$ cat config.mk
export PLATFORM = sky130hd
export DESIGN_NAME = aes_word_bridge
export DESIGN_NICKNAME = d
export VERILOG_FILES = /design/src/rtl/aes_word_bridge.sv
export SDC_FILE = /design/constraint.sdc
export NUM_CORES = 1
export LEC_CHECK = 0
export ABC_CLOCK_PERIOD_IN_PS = 2100
export CORE_AREA = 2 2 201 203
export CTS_CLUSTER_DIAMETER = 100
export CTS_CLUSTER_SIZE = 28
export DETAILED_ROUTE_END_ITERATION = 6
export DIE_AREA = 0 0 203 205
export SETUP_SLACK_MARGIN = 0.2
export SYNTH_ARGS = -nofsm -noshare
export SYNTH_HDL_FRONTEND = slang
export SYNTH_SLANG_ARGS = --single-unit
$ cat constraint.sdc
create_clock -name s00_axi_aclk -period 2.1 [get_ports s00_axi_aclk]
set_input_delay 0.21 -clock s00_axi_aclk [delete_from_list [all_inputs] [get_ports s00_axi_aclk]]
set_output_delay 0.21 -clock s00_axi_aclk [all_outputs]
set_load 0.005 [all_outputs]
$ cat src/rtl/aes_word_bridge.sv
// AES word bridge: gathers four 32-bit words from the input FIFO into one
// 128-bit block, runs a single encrypt or decrypt on the AES core, then
// drains the 128-bit result to the output FIFO most-significant word first.
module aes_word_bridge #(
  parameter int AES_TIMEOUT = 1023
) (
  input  logic         s00_axi_aclk,
  input  logic         s00_axi_areset,
  input  logic         ctrl_enc_start,
  input  logic         ctrl_dec_start,
  input  logic         key_ready,
  input  logic         fin_empty,
  input  logic [31:0]  fin_data,
  output logic         fin_rd_en,
  input  logic         fout_full,
  output logic         fout_wr_en,
  output logic [31:0]  fout_data,
  output logic         aes_start,
  output logic         aes_mode,
  output logic [127:0] aes_din,
  input  logic         aes_done,
  input  logic [127:0] aes_dout,
  output logic         busy_enc,
  output logic         busy_dec,
  output logic         err_nokey,
  output logic         err_timeout
);

  typedef enum logic [2:0] {IDLE, LOAD, START, WAIT, STORE} state_t;

  // Last WAIT-cycle count value before the core is declared dead.
  localparam logic [31:0] TIMEOUT_LAST = 32'(AES_TIMEOUT - 1);

  state_t       state;
  logic         mode;
  logic [1:0]   word_cnt;
  logic [31:0]  timer;
  logic [127:0] din_reg;
  logic [127:0] result;
  logic         nokey_flag;
  logic         timeout_flag;
  logic         start_req;

  assign start_req = ctrl_enc_start | ctrl_dec_start;

  // Control FSM: word gathering, core handshake with timeout, result drain.
  always_ff @(posedge s00_axi_aclk) begin
    if (s00_axi_areset) begin
      state        <= IDLE;
      mode         <= 1'b0;
      word_cnt     <= 2'd0;
      timer        <= 32'd0;
      din_reg      <= 128'd0;
      result       <= 128'd0;
      nokey_flag   <= 1'b0;
      timeout_flag <= 1'b0;
    end else begin
      case (state)
        IDLE: begin
          word_cnt <= 2'd0;
          timer    <= 32'd0;
          if (start_req) begin
            if (key_ready) begin
              state        <= LOAD;
              mode         <= ~ctrl_enc_start;
              nokey_flag   <= 1'b0;
              timeout_flag <= 1'b0;
            end else begin
              nokey_flag <= 1'b1;
            end
          end
        end
        LOAD: begin
          if (!fin_empty) begin
            case (word_cnt)
              2'd0:    din_reg[127:96] <= fin_data;
              2'd1:    din_reg[95:64]  <= fin_data;
              2'd2:    din_reg[63:32]  <= fin_data;
              default: din_reg[31:0]   <= fin_data;
            endcase
            word_cnt <= word_cnt + 2'd1;
            if (word_cnt == 2'd3) state <= START;
          end
        end
        START: begin
          timer <= 32'd0;
          state <= WAIT;
        end
        WAIT: begin
          if (aes_done) begin
            result   <= aes_dout;
            word_cnt <= 2'd0;
            state    <= STORE;
          end else if (timer == TIMEOUT_LAST) begin
            timeout_flag <= 1'b1;
            state        <= IDLE;
          end else begin
            timer <= timer + 32'd1;
          end
        end
        STORE: begin
          if (!fout_full) begin
            word_cnt <= word_cnt + 2'd1;
            if (word_cnt == 2'd3) state <= IDLE;
          end
        end
        default: state <= IDLE;
      endcase
    end
  end

  // Output word selection while draining the result register.
  always_comb begin
    fout_data = 32'd0;
    if (!s00_axi_areset && state == STORE) begin
      case (word_cnt)
        2'd0:    fout_data = result[127:96];
        2'd1:    fout_data = result[95:64];
        2'd2:    fout_data = result[63:32];
        default: fout_data = result[31:0];
      endcase
    end
  end

  // Strobes and status are forced low while reset is held, even before the
  // first reset edge has moved the FSM back to IDLE.
  assign fin_rd_en   = !s00_axi_areset && state == LOAD  && !fin_empty;
  assign fout_wr_en  = !s00_axi_areset && state == STORE && !fout_full;
  assign aes_start   = !s00_axi_areset && state == START;
  assign aes_mode    = !s00_axi_areset && mode;
  assign aes_din     = din_reg;
  assign busy_enc    = !s00_axi_areset && state != IDLE && !mode;
  assign busy_dec    = !s00_axi_areset && state != IDLE && mode;
  assign err_nokey   = !s00_axi_areset && nokey_flag;
  assign err_timeout = !s00_axi_areset && timeout_flag;

endmodule

* Word-level counts from Yosys, hierarchy flattened
Cells that the tools add are included.
** Word-level totals
- Bits in registers :: 296
- Input bits :: 168
** Operators by class
- Add/subtract/negate cells :: 2
- Eq/ne operators :: 19
- Multiplexer cells :: 24
- Bitwise operators :: 4
- Reduce and logical (&&, ||, !) cells :: 34
** Operators with widths (number)
- 32-bit 2-to-1 mux :: 3
- 32-bit case mux with 3 select lines :: 1
- 32-bit case mux with 2 select lines :: 1
- 32-bit by 1-bit adder with 32-bit output (second input constant) :: 1
- 32-bit by 10-bit equality test with 1-bit output (second input constant) :: 1
- 3-bit 2-to-1 mux :: 8
- 2-bit != test (second input constant) :: 10
- 3-bit AND reduction :: 6
- 3-bit case mux with 5 select lines :: 1
- 1-bit logical AND :: 11
- 2-bit case mux with 4 select lines :: 1
- 7-bit AND reduction :: 1
- 3-bit by 2-bit equality test with 1-bit output (second input constant) :: 2
- 2-bit 2-to-1 mux :: 3
- 1-bit 2-to-1 mux :: 5
- 5-bit AND reduction :: 1
- 2-bit equality test (second input constant) :: 2
- 1-bit logical NOT :: 4
- 2-bit AND reduction :: 2
- 4-bit AND reduction :: 1
- 2-bit nonzero test :: 2
- 4-bit nonzero test :: 1
- 3-bit by 1-bit equality test with 1-bit output (second input constant) :: 1
- 3-bit equality test (second input constant) :: 1
- other kinds (11) :: 13

* Longest topological paths before layout
Gate-level depths: netlist of run 1.
- Depth after elaboration :: 4
- Depth in mapped cells :: 8

* Worst setup path after synthesis of run 1
No wires, ideal clock.
- Kind :: register to register
- Start point :: register state[1]
- End point :: register timer[18]
- Arrival time :: 1.858 ns
- Required time :: 2.041 ns
- Path slack :: 0.183 ns
- Stages on the path, launching flop included :: 7
- Buffers on the path :: 1
- Path through :: dfxtp_1 -> or3b_1 -> buf_2 -> a2111oi_4 -> nand4_1 -> or3_1 -> nand2_1
** On the way
- Word-level cells in the longest chain between the ends :: 4
- Elaborated cells on any way between the ends :: 9
** RTL lines
- start, declared :: RTL line 34 : state_t state;
- start signal, assigned :: RTL line 49 : state <= IDLE;
- start signal, assigned :: RTL line 64 : state <= LOAD;
- start signal, assigned :: RTL line 82 : if (word_cnt == 2'd3) state <= START;
- 3-bit by 2-bit equality test with 1-bit output / 3-bit logical NOT (equally long branches) :: RTL line 58 : case (state)
- 2-bit OR reduction (no line)
- 2-bit nonzero test (no line)
- 3-bit AND reduction (no line)
- end signal, assigned :: RTL line 98 : timer <= timer + 32'd1;
- end, declared :: RTL line 37 : logic [31:0] timer;
Parallel ways exist; a longest one is shown, timed or not.
A chain may end at the register's enable or synchronous reset.

* Worst setup path in the final report of run 1
- Start point :: register word_cnt[1]
- End point :: output fout_data[14]
** On the way
- Word-level cells in the longest chain between the ends :: 3
- Elaborated cells on any way between the ends :: 5
** RTL lines
- start, declared :: RTL line 36 : logic [1:0] word_cnt;
- start signal, assigned :: RTL line 81 : word_cnt <= word_cnt + 2'd1;
- start signal, assigned :: RTL line 103 : word_cnt <= word_cnt + 2'd1;
- 2-bit equality test, or another cell as far along :: RTL line 116 : case (word_cnt)
- 32-bit case mux with 3 select lines (*) :: RTL line 116
- 32-bit 2-to-1 mux (*) :: RTL line 115 : if (!s00_axi_areset && state == STORE) begin
- end, declared :: RTL line 17 : output logic [31:0] fout_data,
Mark *: on every way between the ends. The rest lies on a longest branch, timed or not.

==> impl_metrics.toml, run 1 <==
[synthesis]
synthDominantAreaCellType = "sky130_fd_sc_hd__dfxtp_1"
asyncSetResetFlopFracSynth = 0
yosysSeqAreaShare = 0.507
synth_area_um2 = 11700
synth-edff-count = 0
count_of_unique_library_cells_instantiated_by_yosys = 42
number_of_instances_in_the_synthesized_netlist = 1547
netlist_top_cells_count = "sky130_fd_sc_hd__nand2_1, sky130_fd_sc_hd__a21oi_1, sky130_fd_sc_hd__dfxtp_1"
most_area_consuming_cells_after_synthesis = "sky130_fd_sc_hd__dfxtp_1, sky130_fd_sc_hd__nand2_1, sky130_fd_sc_hd__a21oi_1"
synth.net_count = 1721
synth_flop_cell = "sky130_fd_sc_hd__dfxtp_1"
yosys_register_bits = 296
post-synth-top-count-cell = "sky130_fd_sc_hd__nand2_1"
yosys_warnings = 0
yosysTopAreaCellShare = 0.507
synth.avg_cell_area_um2 = 7.56

[die]
die_w_um = 203
num_rows = 73
chipHeight_um = 205
floorplan.initialDensity = 0.297
design.die.area_um2 = 41600
coreArea_um2 = 39400
ioPinCount = 336

[layout]
finish.cell_count_without_fillers = 2428
total_of_fill_cells_in_the_finished_design = 3943
utilization = 0.445
flow.area_growth_from_synthesis_pct = 49.7
fraction_of_layout_instances_using_a_drive_strength_above_1 = 0.142
finalNetCount = 2075
final_design_area_no_fill_um2 = 17500

[setup_path]
critPathLaunchType = "flop"
critical_path.max_fanout = 9
worstPathRequired_ns = 1.89
category_of_the_most_critical_setup_path = "flop to output port"
cp.arrival_ns = 2.13
worst_setup_path_end_kind = "output port"

[drt]
viasPerCell = 4.99
route.antenna.remaining_nets = 0
drc = 9
drt_iter0_drc = 787
routed_wirelength_um = 43100
vias = 12106
routedWlPerCell_um = 17.8
drt_first_pass_iters = 7

[power]
power.density_nw_per_um2 = 561
seqPwrFrac = 0.578
internal-power_uw = 7520
p_clk_frac = 0.326
total_leakage_power_uw = 0.00586
combinational_share_of_power = 0.096
sw_frac_of_total = 0.233
vdd.ir_drop.worst_uv = 384
power_switching_uw = 2290

[placed_design]
detailed_place_hpwl_um = 27900
placedInstanceArea_um2 = 16000
post-place-ws_ns = -0.0920
gp_routability_congestion = 0.860
place.port_buffers = 335
instance_count_after_placement_with_tap_cells_included = 2355

[outcome]
failing_checks = "DRC, setup timing"
outcome = "finished with violations"

[min_path]
min_path_type = "primary input to flop"

[grt]
first_pass_grt_wire_length_um = 63200
gr-total-overflow = 0
vias_in_the_first_global_route = 11409
antenna_found_initial = 4
grt.total_usage = 0.190
grt_max_degree = 68

[cts]
cts_tree = "built"
clock_sink_count = 296
clock_path_buffers = 3
clk_latency_ns = 0.52
cts_inserted_buffers = 14
clockRootBuffer = "sky130_fd_sc_hd__clkbuf_16"
cts_max_level = 1
clk_transition_reported_paths_ns = 0.12

[sta]
final_cycle_share = 1.11
timing_worst_slew_pin_value_ns = 0.617
hold_viol_final = 0
rsz0062_at_grt = "yes"
post-route-min-period_ns = 2.34
fmax_mhz = 427
finalSetupViolCount = 33
relSlewSlack = 0.589
slew_violations = 0
clock_skew_ns = 0.0344
timing.final.ws_setup_ns = -0.241

[job]
max_cap_violations = 0
[state kept, by name, indices dropped and copies added, names as in the netlist]
| signal | flops |
|---|---|
| aes_din | 128 |
| result | 128 |
| timer | 32 |
| state | 3 |
| word_cnt | 2 |
| mode | 1 |
| nokey_flag | 1 |
| timeout_flag | 1 |
[logic make-up after synthesis]
logic type	Yosys count	share of synthesized area
AND/OR/NAND/NOR	745	0.262
AO/OA/AOI/OAI	367	0.176
flip-flops	296	0.507
buffers and inverters	124	0.0413
XOR/XNOR	7	0.00525
adder cells (fa/ha/maj)	6	0.00642
multiplexers	2	0.00171
[cells in the final DEF (no fill, tap or decap), types with 18 or more instances in the layout]
master | netlist | final
sky130_fd_sc_hd__nand2_1 | 546 | 539
sky130_fd_sc_hd__buf_6 | 0 | 28
sky130_fd_sc_hd__clkbuf_16 | 0 | 19
sky130_fd_sc_hd__a222oi_1 | 32 | 32
sky130_fd_sc_hd__buf_4 | 0 | 59
sky130_fd_sc_hd__buf_12 | 0 | 22
sky130_fd_sc_hd__nor2_1 | 90 | 81
sky130_fd_sc_hd__clkdlybuf4s50_1 | 0 | 297
sky130_fd_sc_hd__dfxtp_1 | 296 | 280
sky130_fd_sc_hd__buf_2 | 14 | 18
sky130_fd_sc_hd__a21oi_1 | 304 | 290
[per-layer routing]
| metal | part of all wire | global-route usage | up-vias | routed length (um) |
|---|---|---|---|---|
| li1 | - | - | 5895 | - |
| met1 | 0.43 | 0.247 | 5712 | 18500 |
| met2 | 0.47 | 0.319 | 439 | 20200 |
| met3 | 0.080 | 0.0437 | 54 | 3450 |
| met4 | 0.022 | 0.0425 | 6 | 942 |
| met5 | 0.00095 | 0 | - | 41 |
[worst paths after layout]
check	slack, ns	start	cells past startpoint	to
worst min-delay path	0.03	s00_axi_areset	3	timer[27]
worst max-delay path	-0.24	word_cnt[1]	9	fout_data[14]
worst max register to register	-0.03	state[0]	9	timer[16]
worst min register to register	0.46	aes_din[49]	2	aes_din[49]
[layout make-up]
type                       count  area (um2)  share of cell area
clock inverter                 1        11.3            0.000643
tap                          525         657              0.0375
sequential                   296        5960               0.341
multi-input combinational   1128        5810               0.332
timing repair buffer         454        4640               0.265
clock buffer                  16         389              0.0222
antenna                        1        2.50            0.000143
inverter                       7        31.3             0.00179
[timing repair]
| action | 4_1_cts | 5_1_grt |
|---|---|---|
| setup endpoints to repair | 89 | 80 |
| hold buffers | 2 | 0 |
| gates resized for setup | 168 | 137 |
| cloned | 6 | 5 |
| hold endpoints to repair | 11 | 0 |
| pin swaps | 68 | 87 |
| setup buffers | 18 | 24 |
[power by group through the flow]
| stage | combinational [uW] | sequential (uW) | clock (uW) |
|---|---|---|---|
| after floorplan | 221 | 5800 | 0 |
| after global placement | 799 | 5800 | 0 |
| after detailed placement | 800 | 5800 | 0 |
| after CTS | 876 | 5670 | 3300 |
| after global routing | 1000 | 5680 | 3510 |
| final | 945 | 5670 | 3200 |
[worst max-delay path, stage by stage, from the launching register on]
cell and delay [ns]:
sky130_fd_sc_hd__dfxtp_4 0.40, sky130_fd_sc_hd__inv_4 0.05, sky130_fd_sc_hd__ha_4 0.20, sky130_fd_sc_hd__buf_12 0.14, sky130_fd_sc_hd__buf_16 0.14, sky130_fd_sc_hd__a222oi_1 0.28, sky130_fd_sc_hd__nor2_1 0.11, sky130_fd_sc_hd__a21oi_1 0.13
sky130_fd_sc_hd__nor2_1 0.05, sky130_fd_sc_hd__buf_2 0.12
[stage by stage]
stage               hold WS (ns)  total power (uW)  TNS, ns
detailed placement         0.445              6600   -0.439
CTS                       0.0157              9850    -7.61
floorplan                  0.306              6020        0
global route              0.0531             10200    -9.37
global placement           0.442              6600  -0.0682
finish                    0.0328              9810    -5.89
Note: power is estimated with default switching activity, not from simulation.
==> run 2, diff against run 1 <==
CTS_CLUSTER_SIZE = 30   (was 28)
==> impl_metrics.toml, run 2 (synthesis gave the netlist of run 1 again) <==
[outcome]
outcome = "finished with violations"
failing_checks = "setup timing"

[setup_path]
category_of_the_most_critical_setup_path = "flop to output port"
cp.arrival_ns = 2.16
critical_path.max_fanout = 5
critPathTopFamily = "compound AO/OA/AOI/OAI gates"
worst_setup_path_end_kind = "output port"
critical_path.cell_chain = "inv_4 -> ha_4 -> buf_4 -> buf_12 -> a222oi_1 -> nor2_1 -> a21oi_2 -> nor2_1 -> clkbuf_2"
worstPathRequired_ns = 1.89
critPathLaunchType = "flop"
timing.critical_path.buf_inv = 4
critical_path.max_stage_delay_ns = 0.38
cpMaxStageDelayCell = "sky130_fd_sc_hd__a222oi_1"
crit_top_cell = "sky130_fd_sc_hd__nor2_1"

[drt]
drc = 0
drt_first_pass_iters = 7
routed_wirelength_um = 43100
viasPerCell = 4.97
drt_iter0_drc = 694
routedWlPerCell_um = 17.7
route.antenna.remaining_nets = 0
vias = 12095

[die]
coreArea_um2 = 39400
design.die.area_um2 = 41600
chipHeight_um = 205
floorplan.initialDensity = 0.297
die_w_um = 203
num_rows = 73
ioPinCount = 336

[layout]
finish.cell_count_without_fillers = 2434
layout.cells.most_common_list = "sky130_fd_sc_hd__nand2_1, sky130_fd_sc_hd__clkdlybuf4s50_1, sky130_fd_sc_hd__a21oi_1"
finalNetCount = 2078
fraction_of_layout_instances_using_a_drive_strength_above_1 = 0.147
layout.cells.most_common = "sky130_fd_sc_hd__nand2_1"
final_design_area_no_fill_um2 = 17600
flow.area_growth_from_synthesis_pct = 50.5

[cts]
clk_transition_reported_paths_ns = 0.12
clockRootBuffer = "sky130_fd_sc_hd__clkbuf_16"
clock_sink_count = 296
clock_path_buffers = 3
cts_max_level = 1
clk_latency_ns = 0.52
cts_tree = "built"
cts_inserted_buffers = 14

[sta]
slew_violations = 0
relSlewSlack = 0.581
final.hold.worst_slack_ns = 0.0321
rsz0062_at_grt = "yes"
hold_viol_final = 0
post-route-min-period_ns = 2.37
fmax_mhz = 422
clock_skew_ns = 0.0375
timing.final.ws_setup_ns = -0.271
final_cycle_share = 1.13
finalSetupViolCount = 33
timing_worst_slew_pin_value_ns = 0.629

[grt]
antenna_found_initial = 4
vias_in_the_first_global_route = 11488
grt_max_degree = 68
first_pass_grt_wire_length_um = 63400
grt.total_usage = 0.190
gr-total-overflow = 0

[placed_design]
post-place-ws_ns = -0.0920
gp_routability_congestion = 0.860
instance_count_after_placement_with_tap_cells_included = 2355
detailed_place_hpwl_um = 27900
placedInstanceArea_um2 = 16000
place.port_buffers = 335

[power]
power.density_nw_per_um2 = 564
vdd.ir_drop.worst_uv = 514
total_leakage_power_uw = 0.00590

[job]
max_cap_violations = 0

[min_path]
min_path_type = "primary input to flop"
run 2: cell count changes in the layout (fill, tap and decap cells not counted), sizes merged:
cell           delta
inv               +1
clkbuf            +1
clkdlybuf4s15     -1
buf               +5
run 2: power by group:
part           switching (uW)  internal, uW  total (uW)  leakage (uW)
Combinational             414           539         952       0.00330
Sequential               24.3          5650        5670       0.00239
Clock                    1910          1390        3290      0.000210
Total                    2340          7570        9920       0.00590
run 2: worst paths after layout:
path,end,slack (ns),depth (start not counted),start
max,fout_data[1],-0.27,9,word_cnt[0]
min,timer[27],0.03,3,s00_axi_areset
max reg2reg,timer[16],-0.03,9,state[0]
min reg2reg,aes_din[49],0.46,2,aes_din[49]
run 2: area by class of cell:
cell class | count | area [um2]
fillers | 3940 | 21800
inverters | 7 | 31.3
diodes | 1 | 2.50
multi-input cells | 1128 | 5850
well taps | 525 | 657
clock inverters | 2 | 31.3
repair buffers | 457 | 4670
clock buffers | 18 | 397
flip-flops and latches | 296 | 5960
run 2: repair_timing:
item | CTS | global route
hold endpoints to repair | 15 | 0
endpoints found under the setup margin | 89 | 79
hold buffers | 2 | 0
resized for setup | 169 | 152
pin swaps | 65 | 96
gates cloned | 6 | 4
setup buffers | 18 | 28
run 2: worst register-to-register path, cell delays in order, from the launching register on:
cell                        delay [ns]
sky130_fd_sc_hd__dfxtp_4          0.38
sky130_fd_sc_hd__buf_6            0.12
sky130_fd_sc_hd__buf_6            0.11
sky130_fd_sc_hd__buf_6            0.11
sky130_fd_sc_hd__or2_4            0.25
sky130_fd_sc_hd__a2111oi_4        0.44
sky130_fd_sc_hd__buf_4            0.23
sky130_fd_sc_hd__nand2_2          0.06
sky130_fd_sc_hd__or3_1            0.31
sky130_fd_sc_hd__nand2_1          0.07
run 2: routing by layer:
metal,track usage,share of wire,vias to the layer above
met5,0,0.00095,-
met4,0.0404,0.019,6
met3,0.0447,0.073,53
met2,0.321,0.47,407
met1,0.247,0.43,5738
li1,-,-,5891
run 2: through the flow:
step,TNS [ns],utilization,power [uW]
global route,-10.21,0.447,10300
CTS,-7.89,0.429,9950
finish,-6.57,0.447,9920
global placement,-0.0682,0.406,6600
floorplan,0,-,6020
detailed placement,-0.439,0.406,6600
